File: src/rtl/cmd_decoder_q.sv
// cmd_decoder_q: assembles UART bytes into command words, splits them into
// opcode/operand fields and buffers up to DEPTH commands for the ALU, which
// takes them with a cmd_valid/cmd_ack handshake.
// Optional feature: define CMD_TIMEOUT_EN to discard partial multi-byte
// commands after TIMEOUT_CYC idle cycles (reported on timeout_err).
module cmd_decoder_q #(
  parameter int OPC_W       = 2,
  parameter int OPD_W       = 3,
  parameter int DEPTH       = 4,
  parameter int TIMEOUT_CYC = 1000,
  localparam int W          = OPC_W + 2 * OPD_W,
  localparam int NB         = (W + 7) / 8,
  localparam int LW         = $clog2(DEPTH + 1)
) (
  input  logic             clk,
  input  logic             reset,
  input  logic [7:0]       rx_data,
  input  logic             rx_valid,
  input  logic             cmd_ack,
  output logic [OPC_W-1:0] opcode,
  output logic [OPD_W-1:0] operand1,
  output logic [OPD_W-1:0] operand2,
  output logic             cmd_valid,
  output logic [LW-1:0]    level,
  output logic             overflow,
  output logic             timeout_err
);

  localparam int IW = (NB > 1) ? $clog2(NB) : 1;
  localparam int PW = $clog2(DEPTH);
  localparam logic [IW-1:0] LAST_IDX = IW'(NB - 1);
  localparam logic [LW-1:0] FULL_LVL = LW'(DEPTH);

  logic [IW-1:0]   byte_idx;
  logic [NB*8-1:0] asm_word;   // earlier bytes above the byte arriving now
  logic [W-1:0]    word;
  logic            complete;
  logic            push;
  logic            pop;
  logic            tmo_fire;
  logic [W-1:0]    mem [DEPTH];
  logic [PW-1:0]   wr_ptr;
  logic [PW-1:0]   rd_ptr;
  logic [W-1:0]    head;

  // Byte assembly: the first byte received ends up most significant.
  generate
    if (NB == 1) begin : g_single
      assign asm_word = rx_data;
    end else begin : g_multi
      logic [(NB-1)*8-1:0] prev_q;

      // Keep the bytes received so far for the command being assembled.
      always_ff @(posedge clk) begin
        if (!reset) begin
          prev_q <= '0;
        end else if (rx_valid) begin
          prev_q <= asm_word[(NB-1)*8-1:0];
        end
      end

      assign asm_word = {prev_q, rx_data};
    end
  endgenerate

  assign word      = asm_word[W-1:0];
  assign complete  = rx_valid && (byte_idx == LAST_IDX);
  assign cmd_valid = (level != '0);
  assign pop       = cmd_valid && cmd_ack;
  assign push      = complete && ((level != FULL_LVL) || pop);

  // Byte index: advances on every strobe, wraps after the last byte, and is
  // cleared when a partial command times out.
  always_ff @(posedge clk) begin
    // NOTE: registers are written with <= so every flop samples the values
    // from before the edge, independent of block ordering.
    if (!reset) begin
      byte_idx <= '0;
    end else if (rx_valid) begin
      byte_idx <= complete ? '0 : byte_idx + 1'b1;
    end else if (tmo_fire) begin
      byte_idx <= '0;
    end
  end

`ifdef CMD_TIMEOUT_EN
  localparam int CW = $clog2(TIMEOUT_CYC + 1);
  localparam logic [CW-1:0] TMO_LAST = CW'(TIMEOUT_CYC - 1);

  logic [CW-1:0] tmo_cnt;

  // A byte arriving on the expiry cycle wins over the timeout.
  assign tmo_fire = !rx_valid && (byte_idx != '0) && (tmo_cnt == TMO_LAST);

  // Idle-cycle counter, running only while a command is partially assembled.
  always_ff @(posedge clk) begin
    if (!reset) begin
      tmo_cnt     <= '0;
      timeout_err <= 1'b0;
    end else begin
      timeout_err <= tmo_fire;
      if (rx_valid || (byte_idx == '0) || tmo_fire) begin
        tmo_cnt <= '0;
      end else begin
        tmo_cnt <= tmo_cnt + 1'b1;
      end
    end
  end
`else
  // Without the counter a partial command waits indefinitely; TIMEOUT_CYC
  // is referenced only so the parameter stays connected in this build.
  assign tmo_fire    = 1'b0;
  assign timeout_err = (TIMEOUT_CYC < 0);
`endif

  // Queue storage: written on push only.
  always_ff @(posedge clk) begin
    // NOTE: the storage array has no reset; level/pointers define which
    // entries are live and the outputs are masked while the queue is empty.
    if (push) begin
      mem[wr_ptr] <= word;
    end
  end

  // Queue bookkeeping: pointers, fill level and the overflow pulse.
  always_ff @(posedge clk) begin
    if (!reset) begin
      wr_ptr   <= '0;
      rd_ptr   <= '0;
      level    <= '0;
      overflow <= 1'b0;
    end else begin
      overflow <= complete && !push;
      if (push) begin
        wr_ptr <= wr_ptr + 1'b1;
      end
      if (pop) begin
        rd_ptr <= rd_ptr + 1'b1;
      end
      if (push && !pop) begin
        level <= level + 1'b1;
      end else if (pop && !push) begin
        level <= level - 1'b1;
      end
    end
  end

  assign head     = mem[rd_ptr];
  assign opcode   = cmd_valid ? head[W-1 -: OPC_W]       : '0;
  assign operand2 = cmd_valid ? head[2*OPD_W-1 : OPD_W]  : '0;
  assign operand1 = cmd_valid ? head[OPD_W-1:0]          : '0;

endmodule

File: config.mk
export PLATFORM = sky130hd
export DESIGN_NAME = cmd_decoder_q
export DESIGN_NICKNAME = d
export VERILOG_FILES = /design/src/rtl/cmd_decoder_q.sv
export SDC_FILE = /design/constraint.sdc
export NUM_CORES = 1
export LEC_CHECK = 0
export ABC_CLOCK_PERIOD_IN_PS = 3100
export CAP_MARGIN = 20
export CORE_ASPECT_RATIO = 1.2
export CORE_MARGIN = 2
export CORE_UTILIZATION = 65
export DETAILED_ROUTE_END_ITERATION = 16
export DONT_BUFFER_PORTS = 1
export PLACE_DENSITY = 0.86
export SLEW_MARGIN = 20
export SYNTH_ARGS = -nofsm -noshare
export SYNTH_HDL_FRONTEND = slang
export SYNTH_SLANG_ARGS = --single-unit
File: constraint.sdc
create_clock -name clk -period 3.1 [get_ports clk]
set_input_delay 0.155 -clock clk [delete_from_list [all_inputs] [get_ports clk]]
set_output_delay 0.155 -clock clk [all_outputs]
set_load 0.005 [all_outputs]
==> results of run 1 <==
cell families after synthesis:
group / count (synthesis) / share of synthesized area, %
DFF: 43 / 66.11
and+or+nand+nor: 28 / 11.06
muxes: 11 / 11.76
buffers and inverters: 9 / 2.660
adders and majority gates: 6 / 4.622
AOI/OAI and AO/OA: 5 / 2.101
xor gates and xnor gates: 3 / 1.471
other: 1 / 0.2099
final cells by class:
| type | count | share of cell area, % |
|---|---|---|
| sequential | 43 | 59.00 |
| inverter | 4 | 0.7500 |
| timing repair buffer | 11 | 5.375 |
| tap | 33 | 2.063 |
| multi-input combinational | 54 | 27.87 |
| clock buffer | 6 | 3.125 |
| clock inverter | 2 | 1.812 |
worst min path at each step:
stage / to / from / slack [ps] / depth (start not counted)
after floorplan: mem[0][0]$_DFFE_PP_ / rx_data[0] / 250 / 0
after global placement: mem[1][1]$_DFFE_PP_ / rx_data[1] / 250 / 0
after detailed placement: mem[1][1]$_DFFE_PP_ / rx_data[1] / 250 / 0
after CTS: rd_ptr[1]$_SDFFE_PN0P_ / cmd_ack / 60 / 3
after global routing: overflow$_SDFF_PN0_ / cmd_ack / 50 / 2
final: overflow$_SDFF_PN0_ / cmd_ack / 60 / 2
flip-flops by register name (all words and copies together), names as in the netlist, named ones only:
register and flops:
rd_ptr 2, overflow 1, mem 32, byte_idx 1, level 3, wr_ptr 2
what timing repair did:
action,in CTS,in global routing
resized for setup,0,0
hold buffers,10,0
hold endpoints to repair,43,0
cells in the mapped netlist, types with 2 or more instances:
| cell | count |
|---|---|
| and2_1 | 7 |
| dfxtp_1 | 11 |
| edfxtp_1 | 32 |
| ha_1 | 5 |
| inv_1 | 4 |
| mux2i_1 | 3 |
| mux4_2 | 8 |
| nand2_1 | 5 |
| nor2b_1 | 9 |
| or3_1 | 2 |
| xnor2_1 | 2 |
routing by layer:
layer | routed length (um) | vias up | global-route usage, %
li1 | - | 416 | -
met1 | 1012 | 425 | 21.42
met2 | 1414 | 23 | 34.72
met3 | 113 | 5 | 6.553
met4 | 56 | 0 | 11.28
met5 | 0 | - | 0
report_power, final:
part / total (W) / internal (W) / switching (W) / leakage, nW
Clock: 0.000390 / 0.000219 / 0.000171 / 0.0539
Combinational: 0.000393 / 0.000212 / 0.000181 / 0.261
Sequential: 0.000782 / 0.000692 / 0.0000898 / 0.384
per-stage QoR:
step	std cells	cell area [um^2]	utilization, %	worst slack [ps]	total power (W)
floorplan	106	1787	-	945.2	0.001107
global placement	135	1803	69.95	857.1	0.001163
detailed placement	135	1803	69.95	648.3	0.001183
CTS	153	2002	77.67	594.8	0.001587
global route	153	2002	77.67	472.2	0.001667
finish	153	2002	77.67	619.4	0.001566
layout by cell type (no fill, tap or decap), types with 3 or more instances in the layout:
| cell type | count |
|---|---|
| mux4_2 | 8 |
| inv_1 | 4 |
| clkbuf_4 | 5 |
| dfxtp_1 | 11 |
| ha_1 | 5 |
| and2_1 | 7 |
| nand2_1 | 5 |
| mux2i_1 | 3 |
| nor2b_1 | 9 |
| edfxtp_1 | 32 |
| dlygate4sd3_1 | 10 |
==> run metrics, run 1 <==
Final Net Count 137; Starting Density 69.32%; DRT Pass-1 Iters 3; final wirelength 2.597 mm; CP max FO 7; Async SR Flop Fraction 0%; Worst VDD drop 0.7024 mV; Die Height 61.43 um; Post-synth EDFFs 32; Final GP Congestion 0.6668; Synth area leader edfxtp_1; flop2flop setup slack 620 ps; first-pass GRT wire length 4.215 mm; fill count 154; clock latency on the worst-skew pair 350 ps; Yosys warning count 0; CP Class register to register; crit path DAT 2740 ps; die width 51.86 um; register area share after synthesis 66.11%; initial antenna violation count 0; port bufs 0; reg2reg end level[2]$_SDFFE_PN0P_; final setup violating endpoints 0; syn_nets 124; Crit. Startpoint level[0]$_SDFFE_PN0P_; DPL Wire Length 1.825 mm; DRC Markers 0; H-tree level count 2; layout cells sized above 1 16.67%; Die ar. 0.003186 mm^2; Worst path depth 8; clock sinks 43; CP Data Required Time 3360 ps; largest net degree at the start of global routing 15; final hold slack 62.88 ps; WL/cell 16.97 um; vias 869; Worst path slowest cell dfxtp_1; clock buffer count from CTS 5; CP Capture Type register; #FFs+latches synth 43; status complete, no violations; Clk pin slew, worst setup/hold paths 120 ps; synthesized area 0.001787 mm^2; Final min period 2481 ps; Pins Over Slew Limit 0; worst clock skew 6.519 ps; TritonCTS clock tree yes; setup_tns 0 ps; setup bufs post-CTS 0; Top Family by Delay on Critical Path simple AND/OR/NAND/NOR gates; Area Overhead vs Synth 12.04%; Initial DRC Count 29; R2R depth 8; Critical Path Source Type register; Vias/cell 5.680; Cell variety after synth 29; multi-input logic area 558.0 um^2; Reg area 0.001181 mm^2; max incr delay on CP 550 ps; ANT nets after route 0; worst flop-to-flop path startpoint level[0]$_SDFFE_PN0P_; Ports 26; Worst Path Buf+Inv 1; diodes inserted 0; core area 0.002577 mm^2; worst hold path class input pin to register; GRT overflow 0; Critical Path, Cell by Cell nor4b_4 -> nor3b_4 -> ha_1 -> inv_1 -> fa_1 -> xor2_1 -> or3_1 -> a21boi_0; leakage 0.6992 nW; cell count after synthesis 106; Critical Path End level[2]$_SDFFE_PN0P_; FMAX 0.4031 GHz; final hold viol count 0; Total GRT Usage 19.95%; Synth Flop Type edfxtp_1; PD cells 782.1 mW/mm^2; Avg Inst Size Synth 16.86 um^2; Synth area leaders edfxtp_1 54%, dfxtp_1 12%, mux4_2 10%, ha_1 3.5%, nor2b_1 3.2%; Bufs on Longest Clock Path 2; Yosys top cell area share 53.78%; unrepaired setup endpoints after global routing false; maxcap violations 0; num rows 20; vias in the first global route 888; final worst-path cycle share 80.02%; root buffer cell clkbuf_4
(Power assumes the default switching activity.)
==> inputs of run 2 (changes only) <==
- ABC_CLOCK_PERIOD_IN_PS: 3100 -> 2550
- CORE_UTILIZATION: 65 -> 61
- PLACE_DENSITY: 0.86 -> 0.82
- clock period: 3.1 -> 2.55 ns (I/O delays scaled with it)
==> run metrics, run 2 (synthesis gave the netlist of run 1 again) <==
PD cells 911.1 mW/mm^2 (+16%); biggest regs mem: 32 flops, level: 3 flops; Vias/cell 5.716 (+0.64%); maxcap violations 0 (unchanged); H-tree level count 2 (unchanged); core area 0.002785 mm^2 (+8.1%); Initial DRC Count 18 (-38%); vias in the first global route 944 (+6.3%); Clk pin slew, worst setup/hold paths 120 ps (about the same); Bufs on Longest Clock Path 2 (unchanged); Worst VDD drop 0.8373 mV (+19%); clock buffer count from CTS 5 (unchanged); Reg area 0.001181 mm^2 (unchanged); ANT nets after route 0 (unchanged); final worst-path cycle share 87.80% (+7.8 points); max_slew headroom 64.09%; final setup violating endpoints 0 (unchanged); switching share of power 29.93% (+1.7 points); crit path DAT 2520 ps (-220 ps); CP Data Required Time 2830 ps (-530 ps); GRT overflow 0 (unchanged); Worst-Margin Slew 538.0 ps; CP Class register to register; final hold slack 31.85 ps (-31.02 ps); Area Overhead vs Synth 11.27%; status complete, no violations; multi-input logic area 558.0 um^2 (unchanged); Pins Over Slew Limit 0 (unchanged); port bufs 0 (unchanged); CP max FO 6 (-1); die width 53.41 um (+3.0%); Flop pwr share 52.5% (+2.5 points); diodes inserted 0 (unchanged); DRC Markers 0 (unchanged); leakage 0.6934 nW (-0.82%); Worst path slowest cell dfxtp_1; worst clock skew 10.78 ps (+4.256 ps); worst flop-to-flop path startpoint level[0]$_SDFFE_PN0P_; CP Capture Type register; clock sinks 43 (unchanged); setup_tns 0 ps (unchanged); Critical Path Source Type register; final wirelength 2.616 mm (+0.73%); vias 886 (+2.0%); Worst Path Buf+Inv 1 (unchanged); Largest Register mem; Top Family by Delay on Critical Path adder cells; num rows 21 (+5.0%); max reg flops 32 (unchanged); fill count 189 (+23%); Crit. Startpoint level[0]$_SDFFE_PN0P_; Ports 26 (unchanged); Starting Density 64.15% (-5.2 points); commonest cells after routing, fill and taps aside 32 x edfxtp_1, 11 x dfxtp_1, 10 x dlygate4sd3_1; DRT Pass-1 Iters 3 (unchanged); Int Pwr 0.001269 W (+13%); Final Net Count 138 (+0.73%); largest net degree at the start of global routing 15 (unchanged); Final GP Congestion 0.6830 (+2.4%); Comb power frac 26.7% (+1.6 points); Net Sw Power 0.0005422 W (+23%); Total GRT Usage 19.23% (-0.72 points); Clock Power Share 20.8% (-4.1 points); TritonCTS clock tree yes; clock latency on the worst-skew pair 350 ps (about the same); unrepaired setup endpoints after global routing false; Die Height 63.29 um (+3.0%); FMAX 0.4467 GHz (+11%); first-pass GRT wire length 4.353 mm (+3.3%); layout cells sized above 1 17.36% (+0.69 points); WL/cell 16.88 um (-0.57%); worst hold path class input pin to register; Critical Path, Cell by Cell o31ai_2 -> ha_1 -> inv_1 -> fa_1 -> xor2_1 -> or3_1 -> a21boi_0; Final min period 2239 ps (-241.7 ps); hold_sp cmd_ack; Die ar. 0.003380 mm^2 (+6.1%); most common cell after layout, fill and taps aside edfxtp_1; max incr delay on CP 430 ps (-120 ps); Final Power 0.001811 W (+16%); initial antenna violation count 0 (unchanged); root buffer cell clkbuf_4; PostCTS Resize Cnt 0 (unchanged); final hold viol count 0 (unchanged)
## run 2: layout make-up
cell class,instances,share of cell area [%]
clock buffers,6,3.147
clock inverters,2,0.6923
inverters,4,0.7552
multi-input cells,54,28.07
flip-flops and latches,43,59.41
well taps,34,2.140
repair buffers,12,5.790
## run 2: final timing paths
check                           end  slack [ps]  depth (start not counted)
min             overflow$_SDFF_PN0_          30                          2
min reg2reg  wr_ptr[1]$_SDFFE_PN0P_         520                          2
max           level[2]$_SDFFE_PN0P_         310                          7
max reg2reg   level[2]$_SDFFE_PN0P_         310                          7
## run 2: timing repair
action	CTS	global route
setup buffers	0	0
endpoints found under the hold margin	43	0
hold buffers	10	0
## run 2: worst register-to-register path, delay by kind of cell (launching register included)
kind / cells / cell delay, ps
compound gates: 2 / 550
xor+xnor: 1 / 160
fa+ha+maj: 2 / 650
buf+inv: 1 / 80
flops: 1 / 430
simple gates: 1 / 310
## run 2: metrics by stage
step	std cells	util (%)	cell area (um^2)	setup slack, ps
detailed placement	137	65.05	1812	370.2
CTS	155	71.38	1988	353.9
global route	155	71.38	1988	178.4
global placement	137	65.05	1812	472.9
finish	155	71.38	1988	311.2
floorplan	106	-	1787	395.2
## run 2: power groups by stage
| stage | clock [W] | combinational (W) | sequential, W |
|---|---|---|---|
| after floorplan | 0 | 0.000429 | 0.000917 |
| after CTS | 0.000384 | 0.000489 | 0.000956 |
| after global placement | 0 | 0.000447 | 0.000965 |
| final | 0.000377 | 0.000483 | 0.000951 |
| after global routing | 0.000408 | 0.000551 | 0.000971 |
| after detailed placement | 0 | 0.000467 | 0.000973 |
## run 2: routing by layer
layer  share of wire (%)  track usage, %
met1                  38           19.59
met2                  54           33.33
met3                 4.4           5.924
met4                 2.7           10.58
met5                   0               0
